==> config.mk <==
export PLATFORM = sky130hd
export DESIGN_NAME = vedic_pp_combiner
export DESIGN_NICKNAME = d
export VERILOG_FILES = /design/src/rtl/vedic_pkg.sv /design/src/rtl/vedic_pp_combiner_cla.sv /design/src/rtl/vedic_pp_combiner.sv
export SDC_FILE = /design/constraint.sdc
export NUM_CORES = 1
export LEC_CHECK = 0
export ABC_AREA = 1
export BUFFER_PORTS_ARGS = -buffer_cell sky130_fd_sc_hd__buf_2
export CAP_MARGIN = 20
export CORE_MARGIN = 5
export CORE_UTILIZATION = 60
export DETAILED_ROUTE_END_ITERATION = 8
export PLACE_DENSITY = 0.85
export SYNTH_ARGS = -nofsm -noshare
export SYNTH_HDL_FRONTEND = slang
export SYNTH_SLANG_ARGS = --single-unit
export TNS_END_PERCENT = 50
==> constraint.sdc <==
create_clock -name clk -period 6.7 [get_ports clk]
set_clock_uncertainty 0.15 [all_clocks]
set_input_delay 0.67 -clock clk [delete_from_list [all_inputs] [get_ports clk]]
set_output_delay 0.67 -clock clk [all_outputs]
set_load 0.1 [all_outputs]
==> src/rtl/vedic_pkg.sv <==
// Shared constants and FSM state encoding for the Vedic partial-product combiner.
package vedic_pkg;

  localparam int PP_W   = 32;
  localparam int PROD_W = 64;
  localparam int HALF_W = 16;

  typedef enum logic [2:0] {
    IDLE    = 3'd0,
    ADD_MID = 3'd1,
    ADD_LO  = 3'd2,
    ADD_HI  = 3'd3,
    NEG_LO  = 3'd4,
    NEG_HI  = 3'd5,
    DONE    = 3'd6
  } state_t;

endpackage

==> src/rtl/vedic_pp_combiner_cla.sv <==
// 32-bit carry-lookahead adder: 4-bit lookahead groups, group carries chained.
module CLA_32bit (
  input  logic [31:0] a,
  input  logic [31:0] b,
  input  logic        cin,
  output logic [31:0] sum,
  output logic        cout
);

  logic [31:0] g;
  logic [31:0] p;
  logic [32:0] c;

  assign g    = a & b;
  assign p    = a ^ b;
  assign c[0] = cin;

  for (genvar k = 0; k < 8; k++) begin : g_grp
    localparam int B = 4 * k;
    logic grp_g;
    logic grp_p;

    assign c[B+1] = g[B] | (p[B] & c[B]);
    assign c[B+2] = g[B+1] | (p[B+1] & g[B]) | (p[B+1] & p[B] & c[B]);
    assign c[B+3] = g[B+2] | (p[B+2] & g[B+1]) | (p[B+2] & p[B+1] & g[B])
                  | (p[B+2] & p[B+1] & p[B] & c[B]);

    assign grp_g  = g[B+3] | (p[B+3] & g[B+2]) | (p[B+3] & p[B+2] & g[B+1])
                  | (p[B+3] & p[B+2] & p[B+1] & g[B]);
    assign grp_p  = &p[B+3:B];
    assign c[B+4] = grp_g | (grp_p & c[B]);
  end

  assign sum  = p ^ c[31:0];
  assign cout = c[32];

endmodule

==> src/rtl/vedic_pp_combiner.sv <==
// Sums four 32-bit Vedic partial products into a 64-bit product using one shared
// CLA over a fixed schedule. Define VEDIC_SIGNED_EN to add the two-state negation pass.
module vedic_pp_combiner
  import vedic_pkg::*;
(
  input  logic              clk,
  input  logic              rst_n,
  input  logic              in_valid,
  output logic              in_ready,
  input  logic [PP_W-1:0]   pp_ll,
  input  logic [PP_W-1:0]   pp_hl,
  input  logic [PP_W-1:0]   pp_lh,
  input  logic [PP_W-1:0]   pp_hh,
  input  logic              neg,
  output logic              out_valid,
  input  logic              out_ready,
  output logic [PROD_W-1:0] product
);

  state_t state;
  state_t state_nxt;

  logic [PP_W-1:0] ll_q, hl_q, lh_q, hh_q;
  logic [PP_W-1:0] mid, lo, hi;
  logic            mc, c1;

  logic [PP_W-1:0] add_a, add_b, add_sum;
  logic            add_cin, add_cout;
  logic            accept;

`ifdef VEDIC_SIGNED_EN
  logic neg_q;
  logic cn;
`else
  logic unused_neg;
  assign unused_neg = neg;
`endif

  assign in_ready  = (state == IDLE);
  assign out_valid = (state == DONE);
  assign accept    = in_valid && in_ready;
  assign product   = {hi, lo};

  CLA_32bit u_cla (
    .a    (add_a),
    .b    (add_b),
    .cin  (add_cin),
    .sum  (add_sum),
    .cout (add_cout)
  );

  // NOTE: every signal driven here gets a default first, so no path can infer a latch.
  always_comb begin
    state_nxt = state;
    add_a     = '0;
    add_b     = '0;
    add_cin   = 1'b0;
    case (state)
      IDLE:    if (accept) state_nxt = ADD_MID;
      ADD_MID: begin
        add_a     = hl_q;
        add_b     = lh_q;
        state_nxt = ADD_LO;
      end
      ADD_LO: begin
        add_a     = ll_q;
        add_b     = {mid[HALF_W-1:0], {HALF_W{1'b0}}};
        state_nxt = ADD_HI;
      end
      ADD_HI: begin
        // The mid-sum carry sits at bit 48, i.e. bit 16 of the high word.
        add_a     = hh_q;
        add_b     = {{(HALF_W-1){1'b0}}, mc, mid[PP_W-1:HALF_W]};
        add_cin   = c1;
`ifdef VEDIC_SIGNED_EN
        state_nxt = NEG_LO;
`else
        state_nxt = DONE;
`endif
      end
`ifdef VEDIC_SIGNED_EN
      NEG_LO: begin
        add_a     = lo ^ {PP_W{neg_q}};
        add_cin   = neg_q;
        state_nxt = NEG_HI;
      end
      NEG_HI: begin
        add_a     = hi ^ {PP_W{neg_q}};
        add_cin   = cn;
        state_nxt = DONE;
      end
`endif
      DONE:    if (out_ready) state_nxt = IDLE;
      default: state_nxt = IDLE;
    endcase
  end

  // NOTE: sequential state uses non-blocking assignments so every register samples pre-edge values.
  // NOTE: all datapath registers are reset too, so an aborted set leaves product at zero.
  always_ff @(posedge clk or negedge rst_n) begin
    if (!rst_n) begin
      state <= IDLE;
      ll_q  <= '0;
      hl_q  <= '0;
      lh_q  <= '0;
      hh_q  <= '0;
      mid   <= '0;
      lo    <= '0;
      hi    <= '0;
      mc    <= 1'b0;
      c1    <= 1'b0;
`ifdef VEDIC_SIGNED_EN
      neg_q <= 1'b0;
      cn    <= 1'b0;
`endif
    end else begin
      state <= state_nxt;
      case (state)
        IDLE: begin
          if (accept) begin
            ll_q  <= pp_ll;
            hl_q  <= pp_hl;
            lh_q  <= pp_lh;
            hh_q  <= pp_hh;
`ifdef VEDIC_SIGNED_EN
            neg_q <= neg;
`endif
          end
        end
        ADD_MID: begin
          mid <= add_sum;
          mc  <= add_cout;
        end
        ADD_LO: begin
          lo <= add_sum;
          c1 <= add_cout;
        end
        ADD_HI:  hi <= add_sum;
`ifdef VEDIC_SIGNED_EN
        NEG_LO: begin
          lo <= add_sum;
          cn <= add_cout;
        end
        NEG_HI:  hi <= add_sum;
`endif
        default: ;
      endcase
    end
  end

endmodule

### After elaboration in Yosys (flattened, before gate mapping)

Index checks and enable logic that the tools add are counted.

| storage, ports and cells | value |
|---|---|
| register bits | 229 |
| output and inout bits | 66 |
| logic and storage cells | 237 |

| operators by class | value |
|---|---|
| equality and inequality tests | 6 |
| multiplexer cells | 6 |
| bitwise gates (word level) | 203 |
| reductions and logical operators | 12 |

Operators with widths:

| cell | number |
|---|---|
| $pmux W32 S3 | 2 |
| $and A1 B1 Y1 | 120 |
| $or A1 B1 Y1 | 80 |
| $xor A32 B32 Y32 | 2 |
| $and A32 B32 Y32 | 1 |
| $reduce_and A4 Y1 | 8 |
| $pmux W3 S5 | 1 |
| $eq A3 B2 Y1 const B | 2 |
| $mux W3 | 2 |
| $ne A2 B1 Y1 const B | 2 |
| $reduce_and A2 Y1 | 2 |
| $eq A3 B1 Y1 const B | 1 |
| $eq A3 B3 Y1 const B | 1 |
| $logic_not A3 Y1 | 1 |
| $logic_and A1 B1 Y1 | 1 |
| $mux W1 | 1 |

### Logic depth before layout (Yosys ltp)

Gate-level depths: netlist of the first run.

| logic depth | value |
|---|---|
| depth after elaboration | 23 |
| gate-level depth with buffers | 30 |
| gate-level depth less buffers | 28 |

### Cells and area by module

From an unflattened synthesis of the first run, not the netlist that was laid out.

| unflattened totals | value |
|---|---|
| cell total of the unflattened synthesis | 1382 |
| area total of the unflattened synthesis | 11557.3 µm² |

By module, submodules not included:

| module | instances | cells an instance | area each (µm²) | seq. area each (µm²) |
|---|---|---|---|---|
| vedic_pp_combiner | 1 | 1200 | 10192.3 | 5730.5 |
| CLA_32bit | 1 | 182 | 1365.1 | 0.0 |

### Least setup slack after synthesis of the first run

Ideal clock, no wire load.

| timing path | value |
|---|---|
| kind | register to register |
| from | register state[2] |
| to | register ll_q[10] |
| library setup time | 125 ps |
| arrival | 3971 ps |
| data required time | 6425 ps |
| setup slack | 2454 ps |
| cell stages (with the launch flop) | 6 |
| buffers on the path | 2 |
| clock period less this slack | 4246 ps |
| path through | dfrtp_1 -> nor3_1 -> nand2_1 -> clkbuf_1 -> buf_2 -> mux2_2 |

| between the ends | value |
|---|---|
| cells in the longest elaborated chain, start to end | 3 |

RTL lines:

| element | RTL line | RTL |
|---|---|---|
| from (decl) | vedic_pp_combiner.sv:20 | `state_t state;` |
| from (signal assigned) | vedic_pp_combiner.sv:117 | `state <= state_nxt;` |
| $logic_not A3 Y1 * | vedic_pp_combiner.sv:39 | `assign in_ready = (state == IDLE);` |
| via in_ready | vedic_pp_combiner.sv:9 | `output logic in_ready,` |
| $logic_and A1 B1 Y1 | vedic_pp_combiner.sv:41 | `assign accept = in_valid && in_ready;` |
| $reduce_and A2 Y1 (no source line) * | - |  |
| to (signal assigned) | vedic_pp_combiner.sv:121 | `ll_q <= pp_ll;` |
| to (decl) | vedic_pp_combiner.sv:23 | `logic [PP_W-1:0] ll_q, hl_q, lh_q, hh_q;` |

The timed path passes the listed nets; every way through them passes the cells marked *.
A chain may end at the register's enable or synchronous reset.

### Final worst setup path of the first run

| timing path | value |
|---|---|
| from | register state[2] |
| to | register hi[25] |

| between the ends | value |
|---|---|
| cells in the longest elaborated chain, start to end | 21 |
| elaborated cells on any way between the ends | 77 |
| classes of those cells | 3 x eq/ne; 3 x mux; 65 x bitwise; 6 x reduce/logical |

RTL lines:

| element | RTL line | RTL |
|---|---|---|
| $eq A3 B2 Y1, or another cell as far along | vedic_pp_combiner.sv:58, vedic_pp_combiner.sv:118 |  |
| $pmux W32 S3 | vedic_pp_combiner.sv:58 | `case (state)` |
| $xor A32 B32 Y32 / $and A32 B32 Y32 (equally long branches) | vedic_pp_combiner_cla.sv:15, vedic_pp_combiner_cla.sv:14 |  |
| $and A1 B1 Y1 (on tied branches) | vedic_pp_combiner_cla.sv:28, vedic_pp_combiner_cla.sv:29 |  |
| $or A1 B1 Y1, or another cell as far along | vedic_pp_combiner_cla.sv:28 | `assign grp_g = g[B+3] \| (p[B+3] & g[B+2]) \| (p[B+3] & p[B+2] & g[B+1])` |
| $or A1 B1 Y1 / $and A1 B1 Y1 (equally long branches) | vedic_pp_combiner_cla.sv:28, vedic_pp_combiner_cla.sv:29 |  |
| $or A1 B1 Y1 | vedic_pp_combiner_cla.sv:29 | `\| (p[B+3] & p[B+2] & p[B+1] & g[B]);` |
| $or A1 B1 Y1 | vedic_pp_combiner_cla.sv:31 | `assign c[B+4] = grp_g \| (grp_p & c[B]);` |
| [5 not listed] | - |  |
| $or A1 B1 Y1 | vedic_pp_combiner_cla.sv:31 |  |
| $and A1 B1 Y1 | vedic_pp_combiner_cla.sv:31 |  |
| $or A1 B1 Y1 | vedic_pp_combiner_cla.sv:31 |  |
| $and A1 B1 Y1 | vedic_pp_combiner_cla.sv:31 |  |
| $or A1 B1 Y1 | vedic_pp_combiner_cla.sv:31 |  |
| $and A1 B1 Y1 | vedic_pp_combiner_cla.sv:23 | `assign c[B+1] = g[B] \| (p[B] & c[B]);` |
| $or A1 B1 Y1 | vedic_pp_combiner_cla.sv:23 |  |
| $xor A32 B32 Y32 | vedic_pp_combiner_cla.sv:34 | `assign sum = p ^ c[31:0];` |
| to (signal assigned) | vedic_pp_combiner.sv:138 | `ADD_HI: hi <= add_sum;` |
| to (decl) | vedic_pp_combiner.sv:24 | `logic [PP_W-1:0] mid, lo, hi;` |

Parallel ways exist; a longest one is shown, timed or not.

==> impl_metrics.toml, run 1 <==
[run_status]
status = "finished, final reports clean"

[sta]
slew_headroom_pct = 38.42
setup_tns_ps = 0
setup_viol_count_final = 0
rsz0062_at_grt = "false"
finalHoldViolations = 0
fmax_mhz = 222.5
worst_slew_pin_slew_ps = 923.7
min_period_ps = 4495
period_share_pct = 67.08
finalMaxSlewViolations = 0

[placement]
hpwl_um = 18640
finalWeightedCongestion = 0.8933
portBuffers = 197

[setup_path]
r2r_end = "hi[25]$_DFFE_PN0N_"
r2r-start = "state[2]$_DFFE_PN0P_"
criticalPathCategory = "reg2reg"
critical_path_required_ps = 6990
slowest_delay_ps = 550
cp_max_fo = 57
startpoint_type = "flip-flop"
crit_slowest_cell = "buf_4"
r2r_cells = 23
cp_num_buf_inv = 4
endpoint_kind = "flip-flop"
arrival_ps = 4790
reg2reg_slack_ps = 2210
cp_cell_sequence = "nor3_4, buf_4, inv_1, buf_4, o22ai_1, ha_1, a21oi_1, o21bai_1, nor2_1, nand2_1, nand2_1, nand2_1, nand2_1, nand2_1, nand2_1, nand2_2, nand2_1, nand2_2, inv_1, fa_1, xnor2_1, nand2_1, nand2_1"
path_delay_family = "simple AND/OR/NAND/NOR gates"
path_common_cell = "nand2_1"

[layout]
layout_common_cells = "nand2_1, dfrtp_1, buf_2"
syn_to_final_growth_pct = 18.49
multi_input_area_um2 = 4451
fillers = 1265
mostFrequentLayoutCell = "nand2_1"
drive_above_1_share_pct = 31.33
final-seq-area_um2 = 5731
fin_nets = 1374

[cts]
cts_buffers = 24
clockBufferDepth = 3
postCtsSetupRepairBufs = 0
cts.sinks = 229
clkTransAtPathRegs_ps = 70
cts_resized = 0
root_buffer = "clkbuf_16"
clk_latency_ps = 510
cts_tree = "yes"
htreeDepth = 1

[die]
fp.dieH_um = 142.9
die_area_um2 = 20410
io_pins = 199
rows = 48
initial_core_util_pct = 61.24
die_w_um = 142.9
coreArea_um2 = 17300

[routing]
route.vias.total = 8033
remaining_drc_errors = 0
drtAntennaViolNets = 0
via_per_inst = 5.582
post_drt_wl_per_cell_um = 18.59
wl_um = 26760
drtIter0Drc = 545
firstDrtPassIters = 5

[grt]
grt_max_degree = 86
antenna_found_initial = 5
grt_pass1_wl_um = 43140
grt_pass1_vias = 8303
track_usage_pct = 26.75
overflow = 0

[synth]
syn_nets = 1190
ys_seq_area_share_pct = 54.10
ys_ff_latch = 229
ys.warnings.count = 0
postSynthAreaPerCell_um2 = 10.42
netlist_area_um2 = 10590
syn_inst = 1017
ys_types = 35

[min_path]
hold_class = "in2reg"
min_to = "hh_q[20]$_DFFE_PN0P_"
whs_path_depth = 2
hold_path.startpoint = "pp_hh[20]"

[flow_run]
drv_cap = 0
-- cells in the mapped netlist, drive strengths merged --
cell type	n	area, µm²
ha	32	400.4
nand4	1	6.260
o22ai	5	31.28
nand3	22	120.1
o21ai	82	414.1
nor3	2	15.01
buf	9	38.79
a221o	1	10.01
o21bai	2	15.01
a22oi	32	240.2
inv	62	232.7
a22o	18	157.7
xnor2	10	87.58
and2	4	25.02
dfrtp	229	5731
xor2	9	78.83
a21oi	22	110.1
a31oi	3	18.77
clkinv	1	3.750
fa	8	160.2
mux2	120	1351
clkbuf	42	157.7
o211a	1	10.01
a211oi	2	15.01
nor2	34	130.1
o21a	3	22.52
nand2	261	1010
-- state kept, by name, indices dropped and copies added, names as in the netlist --
name and cells:
c1 1, mid 32, hl_q 32, lh_q 32
ll_q 32, hi 32, mc 1, hh_q 32
lo 32, state 3
-- how the worst max path moves through the flow --
| stage | startpoint | end | slack (ps) | depth (start not counted) |
|---|---|---|---|---|
| after floorplan | state[2]$_DFFE_PN0P_ | ll_q[10]$_DFFE_PN0P_ | 2450 | 5 |
| after global placement | state[2]$_DFFE_PN0P_ | mid[29]$_DFFE_PN0N_ | 2370 | 24 |
| after detailed placement | state[2]$_DFFE_PN0P_ | mid[25]$_DFFE_PN0N_ | 2280 | 23 |
| after CTS | state[2]$_DFFE_PN0P_ | hi[25]$_DFFE_PN0N_ | 2210 | 23 |
| after global routing | state[2]$_DFFE_PN0P_ | mid[25]$_DFFE_PN0N_ | 1790 | 23 |
| final | state[2]$_DFFE_PN0P_ | hi[25]$_DFFE_PN0N_ | 2210 | 23 |
-- final cells by class --
class	count	area share, %
Antenna cell	1	0.01994
Sequential cell	229	45.66
Tap cell	225	2.243
Clock inverter	6	0.4685
Inverter	63	1.884
Clock buffer	32	5.433
Timing Repair Buffer	209	8.833
Multi-Input combinational cell	674	35.46
-- per-layer routing --
layer | routed length (µm) | part of all wire, % | global-route usage, %
met5 | 53 | 0.20 | 0
met4 | 939 | 3.5 | 9.005
met3 | 2338 | 8.7 | 6.530
met2 | 12380 | 46 | 41.94
met1 | 11050 | 41 | 37.02
-- cell families after synthesis --
logic type	after synthesis	synth area share, %
and+or+nand+nor	324	12.33
DFF	229	54.10
AOI/OAI and AO/OA	171	9.863
muxes	120	12.76
buffers and inverters	114	4.087
adders and majority gates	40	5.292
xor gates and xnor gates	19	1.571
-- what timing repair did --
action | 4_1_cts | 5_1_grt
hold buffers | 1 | 0
endpoints found under the setup margin | 0 | 0
endpoints found under the hold margin | 4 | 0
-- metrics by stage --
stage	setup WS [ps]	util, %	area (µm²)	hold slack (ps)	instances
2_1_floorplan	2454	-	10590	224.4	1017
3_3_place_gp	2368	68.05	11770	310.0	1398
3_5_place_dp	2280	68.05	11770	309.6	1398
4_1_cts	2205	72.39	12520	226.3	1437
5_1_grt	1791	72.56	12550	227.7	1439
6_report	2205	72.56	12550	239.5	1439
Power of run 1 is not shown: default switching activity piles up to over one toggle a cycle in this logic, so the estimate is an artifact.
==> run 2, diff against run 1 <==
- ABC_AREA: 1 -> 0
- CORE_UTILIZATION: 60 -> 56
- PLACE_DENSITY: 0.85 -> 0.8
- clock period: 6.7 -> 4.19 ns (I/O delays scaled with it)
==> run 2 against run 1 <==
Compared with the run above:
- maximum frequency is 9.7% higher
- utilization is 2.6 points higher
- area after synthesis is 4.9% higher
- worst setup slack worse by 2100 ps
- synthesized cell count is 1.8% lower
- critical endpoint is now hi[21]$_DFFE_PN0N_
- cell area is 17% higher
- non-clock buffer count is 159 higher
- via count is 14% higher
==> impl_metrics.toml, run 2 <==
[run_status]
status = "finished, final reports clean"

[layout]
final-seq-area_um2 = 5733
syn_to_final_growth_pct = 32.12
fin_nets = 1504
utilization_pct = 75.17
drive_above_1_share_pct = 34.50
mostFrequentLayoutCell = "dfrtp_1"
layout_common_cells = "dfrtp_1, buf_2, mux2_2"
multi_input_area_um2 = 5117
fillers = 1289
stdcell_count = 1614

[synth]
ys_seq_area_share_pct = 51.58
syn_nets = 1172
synth.area.top_cells = "dfrtp_1, mux2_2, nand2_1"
postSynthAreaPerCell_um2 = 11.12
synth.most_common_cell = "dfrtp_1"
synth_common_cells = "dfrtp_1, mux2_2, nand2_1, o21ai_0, clkbuf_1"
yosys.area.top_type = "dfrtp_1"
synth-main-ff-cell = "dfrtp_1"
syn_inst = 999
ys.warnings.count = 0
yosysTopAreaCellShare_pct = 51.58
async_flop_share_pct = 100.0
ys_types = 47
netlist_area_um2 = 11110
ys_ff_latch = 229
synth_edf_count = 0

[cts]
root_buffer = "clkbuf_16"
clkTransAtPathRegs_ps = 60
htreeDepth = 1
cts_buffers = 24
cts_tree = "yes"
clockBufferDepth = 3
clk_latency_ps = 520
cts.sinks = 229

[min_path]
hold_path.startpoint = "pp_hl[2]"
hold_class = "in2reg"

[grt]
overflow = 0
met3_usage_pct = 4.728
antenna_found_initial = 1
grtUsageMet2_pct = 50.15
track_usage_pct = 28.36
gr-usage-met1_pct = 34.67
top_usage_layer = "met2"
grt_pass1_vias = 9477
grt_max_degree = 129
grt_pass1_wl_um = 50290

[sta]
hold_slack_ps = 14.38
worst_slew_pin_slew_ps = 1004
slew_headroom_pct = 33.04
setup_viol_count_final = 0
fmax_mhz = 244.2
finalMaxSlewViolations = 0
rsz0062_at_grt = "true"
period_share_pct = 97.75
min_period_ps = 4096
finalHoldViolations = 0

[setup_path]
startpoint_type = "flip-flop"
endpoint_kind = "flip-flop"
critical_path_required_ps = 4410
cp_max_fo = 17
criticalPathCategory = "reg2reg"
r2r-start = "state[1]$_DFFE_PN0P_"
crit_start = "state[1]$_DFFE_PN0P_"
arrival_ps = 4310

[flow_run]
drv_cap = 0

[routing]
remaining_drc_errors = 0
wl_um = 32450
via_per_inst = 5.696
drtIter0Drc = 664
post_drt_wl_per_cell_um = 20.11
route.vias.total = 9193
firstDrtPassIters = 5
drtAntennaViolNets = 0

[die]
io_pins = 199
rows = 51
initial_core_util_pct = 56.89
die_w_um = 150.9
fp.dieH_um = 150.9
die_area_um2 = 22760
coreArea_um2 = 19530

[power_and_ir_drop]
p_sw_mw = 6.416
p_clk_share_pct = 15.4
pwr-share-seq_pct = 29.0
pwr_density_cell_nw_per_um2 = 916.7
internal_power_mw = 7.039
p_leak_nw = 6.868
power_frac_comb_pct = 55.5
ir_drop_mv = 0.5018
swShare_pct = 47.68

[placement]
hpwl_um = 20520
finalWeightedCongestion = 0.8958
dp_cells = 1436
portBuffers = 197
-- run 2: layout make-up --
type / instances / share of cell area (%)
Tap cell: 265 / 2.259
Clock inverter: 11 / 0.5456
Clock buffer: 32 / 4.646
Inverter: 16 / 0.4092
Antenna cell: 1 / 0.01705
Sequential cell: 229 / 39.06
Multi-Input combinational cell: 692 / 34.86
Timing Repair Buffer: 368 / 18.20
-- run 2: worst paths after layout --
path                       slack [ps]                    to  cells after the start
max                                90    hi[21]$_DFFE_PN0N_                     16
min                                10   hl_q[2]$_DFFE_PN0P_                      2
max reg2reg                        90    hi[21]$_DFFE_PN0N_                     16
min reg2reg                       320     hi[0]$_DFFE_PN0N_                      2
max in group asynchronous        2430  lh_q[22]$_DFFE_PN0P_                      3
min in group asynchronous         400    lo[26]$_DFFE_PN0N_                      2
-- run 2: layer usage --
metal,up-vias,routed length (µm),share of wire (%)
met4,0,1479,4.6
met2,338,16540,51
li1,4203,-,-
met3,88,1988,6.1
met5,-,0,0
met1,4564,12440,38
-- run 2: logic make-up after synthesis --
group,synth area share (%)
simple gates,9.967
buf+inv,2.647
mux,16.32
fa+ha+maj,5.046
flops,51.58
compound gates,13.33
xor+xnor,1.104
-- run 2: critical path, stage by stage (launching register included) --
cell and delay, ps:
dfrtp_2 450, buf_12 180, mux2_2 350, a22oi_1 150
nor2_1 80, ha_1 310, buf_4 130, nand4_1 120
o41a_1 500, a211oi_2 250, o21a_1 170, o21a_1 140
nor2_1 70, fa_1 440, xor2_1 200, buf_4 160
o21ai_0 70
-- run 2: through the flow --
stage	TNS, ps	total power, mW	cell area, µm²	setup slack [ps]
finish	0	13.46	14680	94.43
global route	-321.7	14.19	14680	-55.74
CTS	0	13.24	14560	26.42
detailed placement	-23.85	11.02	12570	-12.30
global placement	0	10.81	12570	107.0
floorplan	0	9.037	11130	11.73
-- run 2: what timing repair did --
action | in CTS | in global routing
pin swaps | 0 | 4
setup buffers | 0 | 10
endpoints found under the setup margin | 2 | 17
hold buffers | 123 | 0
resized for setup | 1 | 8
endpoints found under the hold margin | 247 | 0
-- run 2: power groups by stage --
stage / clock network, mW / registers, mW / logic (mW)
2_1_floorplan: 0 / 5.37 / 3.67
3_3_place_gp: 0 / 3.84 / 6.97
3_5_place_dp: 0 / 3.89 / 7.13
4_1_cts: 2.09 / 3.87 / 7.28
5_1_grt: 2.20 / 4.01 / 7.98
6_report: 2.08 / 3.91 / 7.47
(Power assumes the default switching activity.)
==> run 3, diff against run 2 <==
- PLACE_DENSITY: 0.8 -> 0.81
==> run 3 against run 2 <==
Compared with the run above:
- the flow now finishes with violations (hold timing)
- first-iteration DRC count down 2.0%
- total power grew 3.7%
- register-to-register slack got worse by 90 ps
- highest routed layer unchanged
==> impl_metrics.toml, run 3 (same netlist as run 2, synthesis figures left out) <==
[run_status]
status = "complete, but fails checks"
violations = "hold timing"

[power_and_ir_drop]
p_leak_nw = 6.904
swShare_pct = 46.68
pwr_density_cell_nw_per_um2 = 942.3
pwr-share-seq_pct = 28.0
internal_power_mw = 7.443
p_clk_share_pct = 16.3
ir_drop_mv = 0.6044
p_sw_mw = 6.515
power_frac_comb_pct = 55.7

[die]
coreArea_um2 = 19530
die_w_um = 150.9
fp.dieH_um = 150.9
rows = 51
initial_core_util_pct = 56.89
die_area_um2 = 22760
io_pins = 199

[placement]
portBuffers = 197
dpl_cell_area_um2 = 12670
hpwl_um = 21030
pre_cts_ws_ps = -54.49
dp_cells = 1450
finalWeightedCongestion = 0.9143

[sta]
slew_headroom_pct = 45.44
fmax_mhz = 239.1
worst_slew_pin_slew_ps = 818.4
hold_slack_ps = -5.102
min_period_ps = 4183
finalMaxSlewViolations = 0
rsz0062_at_grt = "true"
final.setup.worst_slack_ps = 7.449
finalHoldViolations = 2
period_share_pct = 99.82
setup_tns_ps = 0
setup_viol_count_final = 0

[layout]
layout_common_cells = "dfrtp_1, buf_2, mux2_2"
fillers = 1273
fin_nets = 1500
mostFrequentLayoutCell = "dfrtp_1"
stdcell_count = 1605
final-seq-area_um2 = 5732
fin_area_um2 = 14810
drive_above_1_share_pct = 36.89
multi_input_area_um2 = 5239
syn_to_final_growth_pct = 33.34

[setup_path]
crit_slowest_cell = "dfrtp_2"
cp_max_fo = 7
r2r_cells = 15
startpoint_type = "flip-flop"
slowest_delay_ps = 490
r2r-start = "state[1]$_DFFE_PN0P_"
cp_cell_sequence = "clkbuf_2, and3b_2, a22o_1, ha_1, nand3_2, o211a_1, o41a_1, a211oi_2, o21a_1, o21a_1, nor2_1, fa_2, xor2_2, buf_4, o21ai_0"
path_common_cell = "o21a_1"
endpoint_kind = "flip-flop"
crit_start = "state[1]$_DFFE_PN0P_"
arrival_ps = 4460
critical_path_required_ps = 4470
criticalPathCategory = "reg2reg"
r2r_end = "hi[21]$_DFFE_PN0N_"
reg2reg_slack_ps = 7

[grt]
grt_pass1_vias = 9323
track_usage_pct = 27.96
grt_max_degree = 106
antenna_found_initial = 1
overflow = 0
grt_pass1_wl_um = 49660

[cts]
root_buffer = "clkbuf_16"
cts.sinks = 229
clk_latency_ps = 520
clockBufferDepth = 3
htreeDepth = 1
clkTransAtPathRegs_ps = 60
cts_tree = "yes"
cts_buffers = 24

[flow_run]
drv_cap = 0

[routing]
remaining_drc_errors = 0
wl_um = 32630
route.vias.total = 9175
drtAntennaViolNets = 0
firstDrtPassIters = 5
post_drt_wl_per_cell_um = 20.33
drtIter0Drc = 651
via_per_inst = 5.717

[min_path]
whs_path_depth = 2
min_to = "ll_q[19]$_DFFE_PN0P_"
hold_class = "in2reg"
hold_path.startpoint = "pp_ll[19]"
==> run 3: cell count changes in the layout (fill, tap and decap cells not counted), moves of 3 or more <==
cell	previous run	this run
buf_4	38	50
dlygate4sd3_1	123	106
a22oi_2	0	5
a22oi_1	31	26
ha_1	32	29
bufinv_16	1	4
clkinv_2	10	2
ha_4	0	3
==> run 3: repair_timing <==
action                                  in CTS  in global routing
setup buffers                                1                  7
gates cloned                                 0                  1
gates resized for setup                      2                 30
hold buffers                               106                  0
pin swaps                                    0                 12
endpoints found under the setup margin       4                 19
hold endpoints to repair                   208                  0
==> run 3: how the worst max path moves through the flow <==
stage                               endpoint  depth (start not counted)
after floorplan           lo[28]$_DFFE_PN0N_                         17
after global placement    lo[21]$_DFFE_PN0N_                         17
after detailed placement  lo[21]$_DFFE_PN0N_                         17
after CTS                 lo[21]$_DFFE_PN0N_                         15
after global routing      hi[21]$_DFFE_PN0N_                         15
final                     hi[21]$_DFFE_PN0N_                         15
==> run 3: final cells by class <==
| cell class | count | area share [%] |
|---|---|---|
| multi-input cells | 692 | 35.37 |
| well taps | 265 | 2.238 |
| clock buffers | 32 | 4.739 |
| flip-flops and latches | 229 | 38.69 |
| inverters | 16 | 0.4054 |
| diodes | 1 | 0.01689 |
| repair buffers | 364 | 17.66 |
| clock inverters | 6 | 0.8785 |
==> run 3: metal layers <==
layer	GRT usage [%]	vias to the layer above	part of all wire, %
met5	0	-	0
met4	12.60	0	4.5
met3	4.069	93	5.7
met2	48.34	346	51
met1	34.92	4525	39
li1	-	4211	-
==> run 3: stage by stage <==
| stage | util (%) | hold slack (ps) | power, mW |
|---|---|---|---|
| floorplan | - | -26.59 | 9.037 |
| global placement | 64.90 | 307.8 | 10.95 |
| detailed placement | 64.90 | 307.6 | 11.18 |
| CTS | 74.66 | 0.01971 | 13.61 |
| global route | 75.86 | 3.476 | 14.67 |
| finish | 75.86 | -5.102 | 13.96 |
==> run 3: power groups by stage <==
stage / logic [mW] / registers, mW / clock network (mW)
2_1_floorplan: 3.67 / 5.37 / 0
3_3_place_gp: 7.12 / 3.83 / 0
3_5_place_dp: 7.29 / 3.89 / 0
4_1_cts: 7.46 / 3.86 / 2.29
5_1_grt: 8.27 / 4.01 / 2.39
6_report: 7.78 / 3.90 / 2.27
==> run 3: critical path, delay by kind of cell, from the launching register on <==
| family | cells | cell delay (ps) |
|---|---|---|
| AO/OA/AOI/OAI | 7 | 1810 |
| flip-flops | 1 | 490 |
| adder cells (fa/ha/maj) | 2 | 710 |
| XOR/XNOR | 1 | 160 |
| buffers and inverters | 2 | 310 |
| AND/OR/NAND/NOR | 3 | 440 |
